**src/rtl/ucsbece154b_perf_pkg.sv**
```systemverilog
// Shared definitions for the performance monitor: FSM encoding and counter indices.
// Latency: n/a. Backpressure: n/a.
`timescale 1ns/1ps
package ucsbece154b_perf_pkg;

    typedef enum logic [1:0] {
        ST_IDLE = 2'b00,
        ST_RUN  = 2'b01,
        ST_DONE = 2'b10
    } state_t;

    localparam int CNT_CYCLES   = 0;
    localparam int CNT_INSTRS   = 1;
    localparam int CNT_BRANCH   = 2;
    localparam int CNT_BR_MISS  = 3;
    localparam int CNT_JUMP     = 4;
    localparam int CNT_JMP_MISS = 5;
    localparam int CNT_STALL    = 6;
    localparam int NUM_CNT      = 7;

    localparam logic [2:0] SEL_ZERO = 3'd7;

endpackage

```
**src/rtl/ucsbece154b_perf_counter.sv**
```systemverilog
// Single event counter with clear, saturating or wrapping add; count is 1 cycle after inc.
// Backpressure: none, an increment is always accepted.
`timescale 1ns/1ps
module ucsbece154b_perf_counter #(
    parameter int CW  = 32,
    parameter int SAT = 1
) (
    input  logic          clk,
    input  logic          reset,
    input  logic          clear,
    input  logic [CW-1:0] inc,
    output logic [CW-1:0] count,
    output logic          ovf
);

    logic [CW:0] sum;

    // One extra bit so a carry out is visible before truncation.
    assign sum = {1'b0, count} + {1'b0, inc};
    assign ovf = sum[CW];

    always_ff @(posedge clk or posedge reset) begin
        if (reset) begin
            count <= '0;
        end else if (clear) begin
            count <= '0;
        end else if (sum[CW] && (SAT != 0)) begin
            count <= '1;
        end else begin
            count <= sum[CW-1:0];
        end
    end

endmodule

```
**src/rtl/ucsbece154b_perfmon.sv**
```systemverilog
// Run-controlled pipeline event counters with a registered read mux; rdata_o lags sel_i by 1 cycle.
// Backpressure: none, events are sampled every RUN cycle.
`timescale 1ns/1ps
module ucsbece154b_perfmon
    import ucsbece154b_perf_pkg::*;
#(
    parameter int NSLOT       = 2,
    parameter int CW          = 32,
    parameter int SAT         = 1,
    parameter int HALT_CYCLES = 2
) (
    input  logic             clk,
    input  logic             reset,
    input  logic             start_i,
    input  logic             stop_i,
    input  logic [NSLOT-1:0] valid_i,
    input  logic [NSLOT-1:0] isbranch_i,
    input  logic [NSLOT-1:0] isjump_i,
    input  logic [NSLOT-1:0] mispredict_i,
    input  logic             stall_i,
    input  logic             halt_i,
    input  logic [2:0]       sel_i,
    output logic [CW-1:0]    rdata_o,
    output logic [1:0]       state_o,
    output logic             done_o,
    output logic             ovf_o
);

    localparam int HW = (HALT_CYCLES < 1) ? 1 : $clog2(HALT_CYCLES + 1);

    state_t             state, state_nxt;
    logic               run;
    logic               clear;
    logic [HW-1:0]      halt_run;
    logic [HW:0]        halt_inc;
    logic               halt_hit;
    logic [CW-1:0]      inc [NUM_CNT];
    logic [CW-1:0]      cnt [NUM_CNT];
    logic [NUM_CNT-1:0] cnt_ovf;
    logic [CW-1:0]      rd_mux;

    assign run   = (state == ST_RUN);
    // Only a start that actually enters RUN (from IDLE or DONE) wipes the run.
    assign clear = (state != ST_RUN) && start_i;

    assign halt_inc = {1'b0, halt_run} + 1'b1;
    assign halt_hit = run && halt_i && (halt_inc >= (HW+1)'(HALT_CYCLES));

    always_ff @(posedge clk or posedge reset) begin
        if (reset) begin
            state <= ST_IDLE;
        end else begin
            state <= state_nxt;
        end
    end

    always_comb begin
        state_nxt = state;
        case (state)
            ST_IDLE: if (start_i)             state_nxt = ST_RUN;
            ST_RUN:  if (stop_i || halt_hit)  state_nxt = ST_DONE;
            ST_DONE: if (start_i)             state_nxt = ST_RUN;
            default:                          state_nxt = ST_IDLE;
        endcase
    end

    always_ff @(posedge clk or posedge reset) begin
        if (reset) begin
            halt_run <= '0;
        end else if (clear) begin
            halt_run <= '0;
        end else if (run) begin
            halt_run <= halt_i ? halt_inc[HW-1:0] : '0;
        end
    end

    // Per-cycle increments; all zero outside RUN so counters hold.
    always_comb begin
        for (int i = 0; i < NUM_CNT; i++) begin
            inc[i] = '0;
        end
        if (run) begin
            inc[CNT_CYCLES] = CW'(1);
            inc[CNT_STALL]  = CW'(stall_i);
            for (int k = 0; k < NSLOT; k++) begin
                inc[CNT_INSTRS] = inc[CNT_INSTRS] + CW'(valid_i[k]);
                if (isbranch_i[k]) begin
                    inc[CNT_BRANCH]  = inc[CNT_BRANCH] + CW'(1);
                    inc[CNT_BR_MISS] = inc[CNT_BR_MISS] + CW'(mispredict_i[k]);
                end else if (isjump_i[k]) begin
                    inc[CNT_JUMP]     = inc[CNT_JUMP] + CW'(1);
                    inc[CNT_JMP_MISS] = inc[CNT_JMP_MISS] + CW'(mispredict_i[k]);
                end
            end
        end
    end

    for (genvar g = 0; g < NUM_CNT; g++) begin : g_cnt
        ucsbece154b_perf_counter #(
            .CW  (CW),
            .SAT (SAT)
        ) u_cnt (
            .clk   (clk),
            .reset (reset),
            .clear (clear),
            .inc   (inc[g]),
            .count (cnt[g]),
            .ovf   (cnt_ovf[g])
        );
    end

    always_ff @(posedge clk or posedge reset) begin
        if (reset) begin
            ovf_o <= 1'b0;
        end else if (clear) begin
            ovf_o <= 1'b0;
        end else if (|cnt_ovf) begin
            ovf_o <= 1'b1;
        end
    end

    always_comb begin
        rd_mux = '0;
        if (sel_i != SEL_ZERO) begin
            rd_mux = cnt[sel_i];
        end
    end

    always_ff @(posedge clk or posedge reset) begin
        if (reset) begin
            rdata_o <= '0;
        end else begin
            rdata_o <= rd_mux;
        end
    end

    assign state_o = state;
    assign done_o  = (state == ST_DONE);

endmodule

```
**config.mk**
```make
export PLATFORM = sky130hd
export DESIGN_NAME = ucsbece154b_perfmon
export DESIGN_NICKNAME = d
export VERILOG_FILES = /design/src/rtl/ucsbece154b_perf_pkg.sv /design/src/rtl/ucsbece154b_perf_counter.sv /design/src/rtl/ucsbece154b_perfmon.sv
export SDC_FILE = /design/constraint.sdc
export NUM_CORES = 1
export LEC_CHECK = 0
export CAP_MARGIN = 0
export CELL_PAD_IN_SITES_DETAIL_PLACEMENT = 0
export CELL_PAD_IN_SITES_GLOBAL_PLACEMENT = 1
export CORE_MARGIN = 5
export CORE_UTILIZATION = 53
export CTS_CLUSTER_DIAMETER = 100
export CTS_CLUSTER_SIZE = 24
export DETAILED_ROUTE_END_ITERATION = 16
export PLACE_DENSITY = 0.93
export SLEW_MARGIN = 30
export SYNTH_ARGS = -nofsm -noshare
export SYNTH_HDL_FRONTEND = slang
export SYNTH_SLANG_ARGS = --single-unit
```
**constraint.sdc**
```tcl
create_clock -name clk -period 21.3 [get_ports clk]
set_clock_uncertainty 0.15 [all_clocks]
set_input_delay 2.13 -clock clk [delete_from_list [all_inputs] [get_ports clk]]
set_output_delay 2.13 -clock clk [all_outputs]
set_load 0.02 [all_outputs]
```
==> summary.md <==
| Metric | Value |
|---|---|
| Startpoint types | `primary input` |
| # DRC | `0` |
| CP startpoint | `isbranch_i[0]` |
| Final min period | `slightly below 6000 ps` |
| CP arrival | `6030 ps` |
| Sequential share of the synthesized area | `approximately 44%` |
| P&R area growth vs syn | `8.19%` |
| Reg area | `~6500 um^2` |
| Status | `finished clean` |
| Mapped Area | `between 10000 and 15000 um^2` |
| Fraction of layout cells with a size suffix above 1 | `7.75%` |
| Power per Cell Area | `between 60 and 70 nW/um^2` |
| 1st-iter DRT viols | `between 1000 and 1500` |
| Peak Freq | `173 MHz` |
| Buffers added on ports | `52` |
| Number of antenna diodes | `0` |
| DR WL/cell | `20.0 um` |
| Vias per cell | `6.28` |
| Overflow after GRT | `0` |
| H-Tree Depth | `1` |
| Largest net degree at the start of global routing | `around 210` |
| Final period util | `27.1%` |
| Clk pin slew, worst setup/hold paths | `100 ps` |
| Top_reg_cell synth | `dfrtp_1` |
| DP Wirelength | `25.9 mm` |
| HP Class | `flop to flop` |
| Multi-input logic area | `7690 um^2` |
| Critical path class | `primary input to flop` |
| EDFF count, synth | `0` |
| Number of max-cap violations | `0` |
| Capture point of the critical path | `g_cnt[5].u_cnt.count[27]` |
| Number of synthesized register bits | `261` |
| Slew margin rel. | `around a third` |
| Gr usage total | `24.0%` |
| Die area | `31300 um^2` |
| Num rows | `61` |
| Die height | `177 um` |
| Final Max Slew Viols | `0` |
| Most frequent cells in the layout | `dfrtp_1, a21oi_1, nand2_1, xor2_1, nand3_1` |
| Most common cell after layout, fill and taps aside | `dfrtp_1` |
| Mapped Nets | `1531` |
| Leak pwr | `6.55 nW` |
| Num ports | `53` |
| R2r endpoint | `g_cnt[1].u_cnt.count[1]` |
| Bufs on Longest Clock Path | `3` |
| Setup Fix Bufs, Post-CTS | `0` |
| Final Worst Setup Slack | `15530 ps` |
| Synth warn | `0` |
| ANT nets after route | `0` |
| RSZ-0062 raised after global routing | `no` |
| Syn Area/Cell | `9.90 um^2` |
| Width of the chip | `roughly 180 um` |
| CTS hold repair buffers | `0` |
| Synthesized instance count | `1489` |
| R2R setup slack | `approximately 17000 ps` |
| Gpl congestion | `0.882` |
| CTS sink cnt | `261` |
| Setup TNS | `0 ps` |
| Worst slew pin tran | `a little over 1000 ps` |
| Core ar. | `27600 um^2` |
| First-pass GRT wire length | `61.2 mm` |
| Distinct cells, synth | `slightly below 60` |
| Root Driver | `clkbuf_16` |
| Reg2reg path depth | `11` |
| Worst skew pair latency | `490 ps` |
| Final setup fails | `0` |
| Crit Path Max Fanout | `22` |
| Initial antenna violation count | `0` |
| Worst r2r src | `state_o[1]` |
| Starting Density | `53.4%` |
| CTS tree | `done` |
| Ys async rst share | `100%` |
| Endpoints failing hold | `0` |
| Cells resized by post-CTS repair | `0` |
| Routed WL | `37.3 mm` |
| Worst IR drop on VDD | `0.0000459 V` |
| TritonRoute pass-1 iters | `7` |
| CTS Buf Count | `15` |
| Critical Path RT | `21560 ps` |
| Setup slack at placement | `14820 ps` |
| DR vias | `between 10000 and 15000` |
| Nets@finish | `1524` |
| Vias in the first global route | `11200` |
| Fillers | `2398` |
| Crit. End Element | `flop` |
cell usage after synthesis (9+ instances only):
| cell | instances | area [um^2] |
|---|---|---|
| buf_2 | 10 | 50.1 |
| mux2i_1 | 37 | 370 |
| buf_1 | 11 | 41.3 |
| o21ai_0 | 46 | 230 |
| and2_1 | 17 | 106 |
| mux2_2 | 31 | 349 |
| mux4_2 | 31 | 698 |
| nand4_1 | 56 | 350 |
| and3_1 | 51 | 319 |
| nand2_1 | 98 | 368 |
| nor4_1 | 22 | 138 |
| a21oi_1 | 183 | 916 |
| clkbuf_1 | 61 | 229 |
| a31oi_1 | 27 | 169 |
| nor2_1 | 53 | 199 |
| inv_1 | 56 | 210 |
| ha_1 | 20 | 250 |
| nor3_1 | 57 | 285 |
| nand3_1 | 72 | 360 |
| a211oi_1 | 17 | 128 |
| a311oi_1 | 9 | 78.8 |
| xnor2_1 | 68 | 596 |
| and4_1 | 39 | 342 |
| dfrtp_1 | 261 | 6530 |
| xor2_1 | 72 | 631 |
worst min-delay path by stage:
stage,to,cells after the start,startpoint
4_1_cts,g_cnt[6].u_cnt.count[27],1,g_cnt[6].u_cnt.count[27]
6_report,g_cnt[6].u_cnt.count[27],1,g_cnt[6].u_cnt.count[27]
5_1_grt,g_cnt[1].u_cnt.count[21],1,g_cnt[1].u_cnt.count[21]
3_5_place_dp,g_cnt[6].u_cnt.count[27],1,g_cnt[6].u_cnt.count[27]
3_3_place_gp,g_cnt[6].u_cnt.count[27],1,g_cnt[6].u_cnt.count[27]
2_1_floorplan,g_cnt[2].u_cnt.count[19],1,g_cnt[2].u_cnt.count[19]
kinds of logic (layout without fill, tap and decap cells):
family                     after synthesis  count (layout)  share of synthesized area, %
DFF                                    261             261                          44.3
xor gates and xnor gates               140             140                          8.31
AOI/OAI and AO/OA                      307             307                          11.8
muxes                                  100             100                          9.79
buffers and inverters                  140             135                          3.72
and+or+nand+nor                        516             516                          19.7
adders and majority gates               25              25                          2.38
critical path, stage by stage:
cell and delay (ps):
clkdlybuf4s50_1 490, nor2b_1 80, and2_1 170, ha_1 270, mux2i_1 80, nor2_1 200
ha_1 210, inv_1 50, fa_1 420, nor2b_1 370, nand3_1 140, or4b_1 890
and4_1 370, nor3_1 150
per-layer routing:
metal  up-vias  track usage, %  share of wire [%]
met1      5846            35.8                 44
met2       386            38.0                 48
li1       5414               -                  -
met4         0            5.09                2.4
met5         -               0                  0
met3        54            2.88                6.4
report_power, final:
part	switching, mW	internal [mW]	total (mW)
Combinational	0.0890	0.0382	0.127
Clock	0.168	0.143	0.311
Sequential	0.0118	0.509	0.521
Total	0.269	0.690	0.959
per-stage QoR:
| stage | util (%) | area (um^2) | hold WS, ps | total power [mW] | std cells |
|---|---|---|---|---|---|
| global placement | 56.0 | 15500 | 348 | 0.653 | 1842 |
| CTS | 57.6 | 15900 | 374 | 0.968 | 1861 |
| finish | 57.7 | 16000 | 371 | 0.959 | 1862 |
| global route | 57.7 | 16000 | 408 | 1.00 | 1862 |
| floorplan | - | 14700 | 311 | 0.615 | 1489 |
| detailed placement | 56.0 | 15500 | 360 | 0.658 | 1842 |
sequential cells by signal, indices dropped and copies added (netlist names):
register	count
g_cnt.u_cnt.count	224
rdata_o	32
halt_run	2
state_o	2
ovf_o	1
layout make-up:
| type | instances | share of cell area [%] |
|---|---|---|
| Multi-Input combinational cell | 1088 | 48.2 |
| Sequential cell | 261 | 40.9 |
| Timing Repair Buffer | 60 | 3.76 |
| Tap cell | 378 | 2.96 |
| Clock buffer | 16 | 2.38 |
| Inverter | 56 | 1.40 |
| Clock inverter | 3 | 0.345 |
No activity file was read; power rests on OpenSTA's default activity.
